--- src/rtl/pvr_vtx_f2f_seq_pkg.sv ---
// pvr_f2f_pkg: shared types and constants for the PVR vertex float-to-fixed
// sequencer (pvr_vtx_f2f_seq) and its conversion stage (pvr_f2f_stage).
//   state_e        : sequencer states
//   C_X..C_V       : component indices, also the result slot / out_exc bit index
//   EXP_ZERO/SPECIAL: IEEE-754 single exponent codes that get special handling
//   frac_for_idx() : picks the fraction-bit count for a component
package pvr_f2f_pkg;

  typedef enum logic [1:0] {IDLE, CONV, DRAIN, DONE} state_e;

  localparam logic [2:0] C_X = 3'd0;
  localparam logic [2:0] C_Y = 3'd1;
  localparam logic [2:0] C_Z = 3'd2;
  localparam logic [2:0] C_U = 3'd3;
  localparam logic [2:0] C_V = 3'd4;

  localparam logic [7:0] EXP_ZERO    = 8'd0;
  localparam logic [7:0] EXP_SPECIAL = 8'd255;

  function automatic logic [5:0] frac_for_idx(input logic [2:0] idx,
                                              input logic [5:0] frac_xy,
                                              input logic [5:0] frac_z,
                                              input logic [5:0] frac_uv);
    case (idx)
      C_X, C_Y: return frac_xy;
      C_Z:      return frac_z;
      default:  return frac_uv;
    endcase
  endfunction

endpackage

--- src/rtl/pvr_vtx_f2f_seq_if.sv ---
// pvr_vtx_f2f_seq_if: vertex-in / fixed-vertex-out handshake bundle.
//   in_valid/in_ready, in_x..in_v   : float vertex from the TA parser
//   out_valid/out_ready, out_x..out_v, out_exc : fixed vertex to raster setup
//   busy                            : sequencer not idle
// Modports: master = vertex producer + result consumer, slave = sequencer.
interface pvr_vtx_f2f_seq_if #(
  parameter int OUT_W = 32
);
  logic             in_valid;
  logic             in_ready;
  logic [31:0]      in_x, in_y, in_z, in_u, in_v;
  logic             out_valid;
  logic             out_ready;
  logic [OUT_W-1:0] out_x, out_y, out_z, out_u, out_v;
  logic [4:0]       out_exc;
  logic             busy;

  modport master (
    output in_valid, in_x, in_y, in_z, in_u, in_v, out_ready,
    input  in_ready, out_valid, out_x, out_y, out_z, out_u, out_v, out_exc, busy
  );

  modport slave (
    input  in_valid, in_x, in_y, in_z, in_u, in_v, out_ready,
    output in_ready, out_valid, out_x, out_y, out_z, out_u, out_v, out_exc, busy
  );
endinterface

--- src/rtl/pvr_vtx_f2f_seq_stage.sv ---
// float_to_fixed : combinational IEEE-754 single -> 48-bit signed fixed point
//                  with i_frac fraction bits; truncates toward zero, and
//                  saturates to the 48-bit signed range when the magnitude
//                  cannot fit.
// pvr_f2f_stage  : shared converter plus the tagged 48-bit result register.
//   i_valid/i_idx/i_flt/i_frac : component issued this cycle
//   o_valid/o_tag/o_data/o_exc : registered result ready for slot write-back
// Optional: PVR_F2F_CLAMP_EN saturates results to OUT_W bits on write-back.
module float_to_fixed (
  input  logic [31:0]        i_flt,
  input  logic [5:0]         i_frac,
  output logic signed [47:0] o_fix
);
  logic [23:0]        w_mant;
  logic signed [10:0] w_sh;
  logic signed [10:0] w_rsh;
  logic [47:0]        w_mag;

  always_comb begin
    w_mant = {1'b1, i_flt[22:0]};
    // net binary-point shift of the 24-bit significand: exp - 127 - 23 + frac
    w_sh   = $signed({3'b000, i_flt[30:23]}) + $signed({5'b00000, i_frac}) - 11'sd150;
    w_rsh  = -w_sh;
    w_mag  = '0;
    o_fix  = '0;
    if (w_sh >= 11'sd24) begin
      // leading one would land at bit 47 or above
      o_fix = i_flt[31] ? 48'sh8000_0000_0000 : 48'sh7FFF_FFFF_FFFF;
    end else begin
      if (w_sh >= 11'sd0) w_mag = {24'd0, w_mant} << w_sh;
      else                w_mag = {24'd0, w_mant} >> w_rsh;
      o_fix = i_flt[31] ? -$signed(w_mag) : $signed(w_mag);
    end
  end
endmodule

module pvr_f2f_stage
  import pvr_f2f_pkg::*;
#(
  parameter int OUT_W = 32
) (
  input  logic             clock,
  input  logic             reset_n,
  input  logic             i_valid,
  input  logic [2:0]       i_idx,
  input  logic [31:0]      i_flt,
  input  logic [5:0]       i_frac,
  output logic             o_valid,
  output logic [2:0]       o_tag,
  output logic [OUT_W-1:0] o_data,
  output logic             o_exc
);
  logic signed [47:0] w_conv;
  logic               r_valid;
  logic [2:0]         r_tag;
  logic signed [47:0] r_data;
  logic               r_special;
`ifdef PVR_F2F_CLAMP_EN
  logic               r_neg_inf;
  localparam logic signed [47:0] SAT_MAX = 48'sh7FFF_FFFF_FFFF >>> (48 - OUT_W);
  localparam logic signed [47:0] SAT_MIN = ~SAT_MAX;
`endif

  float_to_fixed u_cvt (
    .i_flt  (i_flt),
    .i_frac (i_frac),
    .o_fix  (w_conv)
  );

  always_ff @(posedge clock or negedge reset_n) begin
    if (!reset_n) begin
      r_valid   <= 1'b0;
      r_tag     <= '0;
      r_data    <= '0;
      r_special <= 1'b0;
`ifdef PVR_F2F_CLAMP_EN
      r_neg_inf <= 1'b0;
`endif
    end else begin
      r_valid <= i_valid;
      if (i_valid) begin
        r_tag     <= i_idx;
        // zero and denormal inputs flush to exactly zero
        r_data    <= (i_flt[30:23] == EXP_ZERO) ? '0 : w_conv;
        r_special <= (i_flt[30:23] == EXP_SPECIAL);
`ifdef PVR_F2F_CLAMP_EN
        r_neg_inf <= (i_flt[30:23] == EXP_SPECIAL) && i_flt[31] && (i_flt[22:0] == '0);
`endif
      end
    end
  end

  assign o_valid = r_valid;
  assign o_tag   = r_tag;

`ifdef PVR_F2F_CLAMP_EN
  always_comb begin
    o_data = r_data[OUT_W-1:0];
    o_exc  = 1'b0;
    if (r_special) begin
      // NaN and +Inf go high, only -Inf goes low
      o_data = r_neg_inf ? SAT_MIN[OUT_W-1:0] : SAT_MAX[OUT_W-1:0];
      o_exc  = 1'b1;
    end else if (r_data > SAT_MAX) begin
      o_data = SAT_MAX[OUT_W-1:0];
      o_exc  = 1'b1;
    end else if (r_data < SAT_MIN) begin
      o_data = SAT_MIN[OUT_W-1:0];
      o_exc  = 1'b1;
    end
  end
`else
  always_comb begin
    o_data = r_data[OUT_W-1:0];
    o_exc  = r_special;
  end
`endif
endmodule

--- src/rtl/pvr_vtx_f2f_seq.sv ---
// pvr_vtx_f2f_seq: converts one PVR vertex (X,Y,Z,U,V floats) to signed fixed
// point through one shared converter, one component per cycle.
//   clock, reset_n : clock, asynchronous active-low reset
//   bus (slave)    : vertex in / fixed vertex out handshake, out_exc, busy
// Parameters: FRAC_XY, FRAC_Z, FRAC_UV fraction bits; OUT_W output width (16..48).
// Optional: PVR_F2F_CLAMP_EN (see pvr_f2f_stage) saturates instead of truncating.
//
// state | meaning
// IDLE  | waiting for a vertex, in_ready=1
// CONV  | issuing component idx 0..4 to the converter
// DRAIN | writing back the last converted component
// DONE  | out_valid=1, holding results until out_ready
module pvr_vtx_f2f_seq
  import pvr_f2f_pkg::*;
#(
  parameter int FRAC_XY = 4,
  parameter int FRAC_Z  = 16,
  parameter int FRAC_UV = 8,
  parameter int OUT_W   = 32
) (
  input logic              clock,
  input logic              reset_n,
  pvr_vtx_f2f_seq_if.slave bus
);
  state_e           r_state, w_state_nxt;
  logic [2:0]       r_idx;
  logic [31:0]      r_flt  [5];
  logic [OUT_W-1:0] r_slot [5];
  logic [4:0]       r_exc;
  logic             r_out_valid;
  logic             w_in_ready, w_busy, w_accept;
  logic [31:0]      w_flt;
  logic             w_wb_valid, w_wb_exc;
  logic [2:0]       w_wb_tag;
  logic [OUT_W-1:0] w_wb_data;

  always_ff @(posedge clock or negedge reset_n) begin
    if (!reset_n) r_state <= IDLE;
    else          r_state <= w_state_nxt;
  end

  always_comb begin
    w_state_nxt = r_state;
    case (r_state)
      IDLE:    if (bus.in_valid)  w_state_nxt = CONV;
      CONV:    if (r_idx == C_V)  w_state_nxt = DRAIN;
      DRAIN:                      w_state_nxt = DONE;
      DONE:    if (bus.out_ready) w_state_nxt = IDLE;
      default:                    w_state_nxt = IDLE;
    endcase
  end

  always_comb begin
    w_in_ready = (r_state == IDLE);
    w_busy     = (r_state != IDLE);
  end

  assign w_accept = w_in_ready && bus.in_valid;

  always_comb begin
    case (r_idx)
      C_X:     w_flt = r_flt[0];
      C_Y:     w_flt = r_flt[1];
      C_Z:     w_flt = r_flt[2];
      C_U:     w_flt = r_flt[3];
      default: w_flt = r_flt[4];
    endcase
  end

  pvr_f2f_stage #(.OUT_W(OUT_W)) u_stage (
    .clock   (clock),
    .reset_n (reset_n),
    .i_valid (r_state == CONV),
    .i_idx   (r_idx),
    .i_flt   (w_flt),
    .i_frac  (frac_for_idx(r_idx, 6'(FRAC_XY), 6'(FRAC_Z), 6'(FRAC_UV))),
    .o_valid (w_wb_valid),
    .o_tag   (w_wb_tag),
    .o_data  (w_wb_data),
    .o_exc   (w_wb_exc)
  );

  always_ff @(posedge clock or negedge reset_n) begin
    if (!reset_n) begin
      r_idx       <= C_X;
      r_exc       <= '0;
      r_out_valid <= 1'b0;
      for (int i = 0; i < 5; i++) begin
        r_flt[i]  <= '0;
        r_slot[i] <= '0;
      end
    end else begin
      if (w_accept) begin
        r_flt[0] <= bus.in_x;
        r_flt[1] <= bus.in_y;
        r_flt[2] <= bus.in_z;
        r_flt[3] <= bus.in_u;
        r_flt[4] <= bus.in_v;
        for (int i = 0; i < 5; i++) r_slot[i] <= '0;
        r_exc <= '0;
        r_idx <= C_X;
      end else if (r_state == CONV && r_idx != C_V) begin
        r_idx <= r_idx + 3'd1;
      end
      if (w_wb_valid) begin
        r_slot[w_wb_tag] <= w_wb_data;
        if (w_wb_exc) r_exc[w_wb_tag] <= 1'b1;
      end
      if (r_state == DRAIN)                    r_out_valid <= 1'b1;
      else if (r_state == DONE && bus.out_ready) r_out_valid <= 1'b0;
    end
  end

  assign bus.in_ready  = w_in_ready;
  assign bus.busy      = w_busy;
  assign bus.out_valid = r_out_valid;
  assign bus.out_x     = r_slot[0];
  assign bus.out_y     = r_slot[1];
  assign bus.out_z     = r_slot[2];
  assign bus.out_u     = r_slot[3];
  assign bus.out_v     = r_slot[4];
  assign bus.out_exc   = r_exc;
endmodule

--- src/flat_wrapper.sv ---
// flat-port wrapper written by rule: the top's interface ports become plain ports
module pvr_vtx_f2f_seq_flat import pvr_f2f_pkg::*;
#(
  parameter int FRAC_XY = 4,
  parameter int FRAC_Z  = 16,
  parameter int FRAC_UV = 8,
  parameter int OUT_W   = 32
)
  (clock, reset_n, bus_in_valid, bus_in_x, bus_in_y, bus_in_z, bus_in_u, bus_in_v, bus_out_ready, bus_in_ready, bus_out_valid, bus_out_x, bus_out_y, bus_out_z, bus_out_u, bus_out_v, bus_out_exc, bus_busy);
  pvr_vtx_f2f_seq_if #(.OUT_W(OUT_W)) bus_i ();
  input logic clock;
  input logic reset_n;
  input wire logic [$bits(bus_i.in_valid)-1:0] bus_in_valid;
  input wire logic [$bits(bus_i.in_x)-1:0] bus_in_x;
  input wire logic [$bits(bus_i.in_y)-1:0] bus_in_y;
  input wire logic [$bits(bus_i.in_z)-1:0] bus_in_z;
  input wire logic [$bits(bus_i.in_u)-1:0] bus_in_u;
  input wire logic [$bits(bus_i.in_v)-1:0] bus_in_v;
  input wire logic [$bits(bus_i.out_ready)-1:0] bus_out_ready;
  output wire logic [$bits(bus_i.in_ready)-1:0] bus_in_ready;
  output wire logic [$bits(bus_i.out_valid)-1:0] bus_out_valid;
  output wire logic [$bits(bus_i.out_x)-1:0] bus_out_x;
  output wire logic [$bits(bus_i.out_y)-1:0] bus_out_y;
  output wire logic [$bits(bus_i.out_z)-1:0] bus_out_z;
  output wire logic [$bits(bus_i.out_u)-1:0] bus_out_u;
  output wire logic [$bits(bus_i.out_v)-1:0] bus_out_v;
  output wire logic [$bits(bus_i.out_exc)-1:0] bus_out_exc;
  output wire logic [$bits(bus_i.busy)-1:0] bus_busy;
  assign bus_i.in_valid = bus_in_valid;
  assign bus_i.in_x = bus_in_x;
  assign bus_i.in_y = bus_in_y;
  assign bus_i.in_z = bus_in_z;
  assign bus_i.in_u = bus_in_u;
  assign bus_i.in_v = bus_in_v;
  assign bus_i.out_ready = bus_out_ready;
  assign bus_in_ready = bus_i.in_ready;
  assign bus_out_valid = bus_i.out_valid;
  assign bus_out_x = bus_i.out_x;
  assign bus_out_y = bus_i.out_y;
  assign bus_out_z = bus_i.out_z;
  assign bus_out_u = bus_i.out_u;
  assign bus_out_v = bus_i.out_v;
  assign bus_out_exc = bus_i.out_exc;
  assign bus_busy = bus_i.busy;
  pvr_vtx_f2f_seq #(.FRAC_XY(FRAC_XY), .FRAC_Z(FRAC_Z), .FRAC_UV(FRAC_UV), .OUT_W(OUT_W)) u_core (.clock(clock), .reset_n(reset_n), .bus(bus_i));
endmodule
--- config.mk ---
export PLATFORM = sky130hd
export DESIGN_NAME = pvr_vtx_f2f_seq_flat
export DESIGN_NICKNAME = d
export VERILOG_FILES = /design/src/rtl/pvr_vtx_f2f_seq_pkg.sv /design/src/rtl/pvr_vtx_f2f_seq_if.sv /design/src/rtl/pvr_vtx_f2f_seq_stage.sv /design/src/rtl/pvr_vtx_f2f_seq.sv /design/src/flat_wrapper.sv
export SDC_FILE = /design/constraint.sdc
export NUM_CORES = 1
export LEC_CHECK = 0
export ABC_CLOCK_PERIOD_IN_PS = 15730
export CAP_MARGIN = 20
export CELL_PAD_IN_SITES_DETAIL_PLACEMENT = 0
export CELL_PAD_IN_SITES_GLOBAL_PLACEMENT = 1
export CORE_MARGIN = 5
export CORE_UTILIZATION = 33
export DETAILED_ROUTE_END_ITERATION = 12
export PLACE_DENSITY = 0.79
export SLEW_MARGIN = 5
export SYNTH_ARGS = -nofsm -noshare
export SYNTH_HDL_FRONTEND = slang
export SYNTH_HIERARCHICAL = 1
export SYNTH_SLANG_ARGS = --single-unit
--- constraint.sdc ---
create_clock -name clock -period 15.73 [get_ports clock]
set_clock_uncertainty 0.2 [all_clocks]
set_input_delay 3.146 -clock clock [delete_from_list [all_inputs] [get_ports clock]]
set_output_delay 3.146 -clock clock [all_outputs]
set_load 0.01 [all_outputs]
==> out/metrics.yaml <==
worst_setup_path:
  setup.worst_path.end: "u_core/u_stage/r_data[19]$_DFFE_PN0P_"
  critical_path.max_fanout: 57
  reg2reg_from: "u_core/r_idx[2]$_DFFE_PN0P_"
  crit_type: "flip-flop to flip-flop"
  worst_path_most_repeated_cell: "buf_4"
  cpLargestDelayFamily: "buffers and inverters"
  r2r_slack_ns: 7.84
  path_cells: "buf_4, inv_1, ha_1, buf_4, o21bai_4, buf_4, mux2_4, ha_2, buf_4, inv_2, ha_1, xnor2_2, mux2i_1, mux2_2, and3_1, a211oi_1, a21oi_1, a21oi_1, nand4_1, or4_1, a32oi_1, nand2_1, o22ai_1"
  critical_path.max_stage_delay_ns: 0.70
  crit_start: "u_core/r_idx[2]$_DFFE_PN0P_"
  reg2reg_to: "u_core/u_stage/r_data[19]$_DFFE_PN0P_"
  worst_ep_arrival_time_ns: 8.16
  ff2ff_path_depth: 23
  cp.required_ns: 16.00
  worst-path-buf-inv: 6
  crit_slowest_cell: "xnor2_2"
  crit_cells: 23
  cp-end-kind: "flip-flop"
  worst_setup_path_start_kind: "flip-flop"
sta:
  setup_tns_ns: 0
  setup-violations-final: 0
  grt_setup_unrepaired: "no"
  slew_violations: 0
  max_freq_mhz: 127
  finalCritPeriodShare: 0.502
  worst_pin_slew_ns: 1.03
  period_minus_slack_ns: 7.89
  slew_headroom: 0.312
  hold_violations: 0
finish:
  drive_above_1_share: 0.0887
  area_growth_pct: 24.2
  nets: 2866
  diodes: 0
route:
  antenna_left: 0
  drtIter0Drc: 1659
  remaining_drc_errors: 0
  vias: 19000
  first_pass_iters: 6
  wl_per_cell_um: 21.1
  via_per_inst: 5.33
  finalWirelength_mm: 75.1
global_routing:
  grt_pass1_vias: 18700
  antenna_found_initial: 0
  grt_start_max_net_pins: 106
  grt_pass1_wl_mm: 115
  grt_overflow_total: 0
  grt_usage: 0.205
clock_network:
  cts_resized: 0
  ctsHoldBuffers: 0
  clockBufferDepth: 3
  ctsHtreeMaxLevel: 2
  cts_root_buffer: "clkbuf_16"
  cts_tree: "built"
  cts_buffers: 40
  clkLatencyLatePin_ns: 0.56
  clk_pin_slew_ns: 0.06
  postCtsSetupBuffers: 0
  cts.sinks: 368
logic_synthesis:
  syn-cell-area_sq_um: 21300
  avgSynthCellArea_sq_um: 8.62
  synth_cells: 2465
  yosysWarnings: 6
worst_hold_path:
  hold_path_class: "flip-flop to flip-flop"
floorplan:
  start_util: 0.331
  pin_count: 332
  die_width_um: 264
  dieHeight_um: 264
  core-area_sq_um: 64100
  die_area_sq_um: 69600
  rows: 93
place:
  dpl.hpwl_mm: 56.7
  port_buffers: 331
  place_congestion: 0.943
status:
  status: "complete, no violations"
job:
  maxCapViolations: 0
worst reg2reg max path, cell delays in order, from the launching register on:
cell and delay, ns:
dfrtp_1 0.37, buf_4 0.27, inv_1 0.12, ha_1 0.14, buf_4 0.34, o21bai_4 0.20, buf_4 0.48, mux2_4 0.28
ha_2 0.15, buf_4 0.61, inv_2 0.38, ha_1 0.38, xnor2_2 0.70, mux2i_1 0.21, mux2_2 0.35, and3_1 0.19
a211oi_1 0.39, a21oi_1 0.26, a21oi_1 0.33, nand4_1 0.41, or4_1 0.62, a32oi_1 0.21, nand2_1 0.08, o22ai_1 0.13
layout by cell type, fill, tap and decap left out, types with 8 or more instances in the layout:
cell and count:
a211oi_1 11, a21o_1 13, a21oi_1 37, a22o_1 8, a22oi_1 44, a31oi_1 15, and2_1 12, and3_1 21
buf_4 34, clkbuf_16 40, clkbuf_8 13, clkdlybuf4s50_1 330, dfrtp_1 368, ha_1 23, inv_1 95, mux2_2 25
mux2_4 30, mux2i_1 54, mux4_1 9, mux4_2 32, nand2_1 864, nand2b_1 9, nand3_1 31, nand4_1 20
nor2_1 62, nor3_1 20, o211ai_1 8, o21ai_0 214, o221ai_1 33, o22ai_1 39
worst min path at each step:
| stage | from | to | slack (ns) | cells past startpoint |
|---|---|---|---|---|
| finish | u_core/r_flt[143]$_DFFE_PN0P_ | u_core/r_flt[143]$_DFFE_PN0P_ | 0.28 | 2 |
| global route | u_core/r_flt[153]$_DFFE_PN0P_ | u_core/r_flt[153]$_DFFE_PN0P_ | 0.29 | 2 |
| CTS | u_core/r_flt[143]$_DFFE_PN0P_ | u_core/r_flt[143]$_DFFE_PN0P_ | 0.28 | 2 |
| detailed placement | u_core/r_flt[143]$_DFFE_PN0P_ | u_core/r_flt[143]$_DFFE_PN0P_ | 0.26 | 2 |
| global placement | u_core/r_flt[50]$_DFFE_PN0P_ | u_core/r_flt[50]$_DFFE_PN0P_ | 0.26 | 2 |
| floorplan | u_core/r_flt[4]$_DFFE_PN0P_ | u_core/r_flt[4]$_DFFE_PN0P_ | 0.24 | 2 |
cell type report:
class	count	area [sq um]
clock inverters	15	189
clock buffers	57	1190
inverters	96	360
fillers	6308	37700
repair buffers	367	3600
well taps	855	1070
flip-flops and latches	368	9210
multi-input cells	1803	10800
per-stage QoR:
step | setup WS [ns] | utilization | std cells | hold WS (ns) | instance area (sq um)
2_1_floorplan | 9.23 | - | 2467 | 0.242 | 21300
3_3_place_gp | 8.06 | 0.390 | 3487 | 0.260 | 25000
3_5_place_dp | 7.92 | 0.390 | 3489 | 0.263 | 25000
4_1_cts | 7.89 | 0.412 | 3561 | 0.277 | 26400
5_1_grt | 7.28 | 0.412 | 3561 | 0.287 | 26400
6_report | 7.84 | 0.412 | 3561 | 0.276 | 26400
flip-flops by register name, summed over array words and instances (netlist names):
name and cells:
u_core/u_stage/o_valid 1, u_core/r_state 2, u_core/u_stage/o_tag 3, u_core/bus.out_u 32, u_core/u_stage/o_exc 1, u_core/bus.out_v 32
u_core/bus.out_x 32, u_core/bus.out_z 32, u_core/u_stage/r_data 32, u_core/r_flt 160, u_core/r_idx 3, u_core/bus.out_valid 1
u_core/bus.out_y 32, u_core/bus.out_exc 5
per-layer routing:
metal | share of wire | global-route usage
met5 | 0 | 0
met4 | 0.031 | 0.0554
met3 | 0.060 | 0.0287
met2 | 0.47 | 0.343
met1 | 0.44 | 0.281
Power is not shown: default switching activity piles up to over one toggle a cycle in this logic, so the estimate is an artifact.
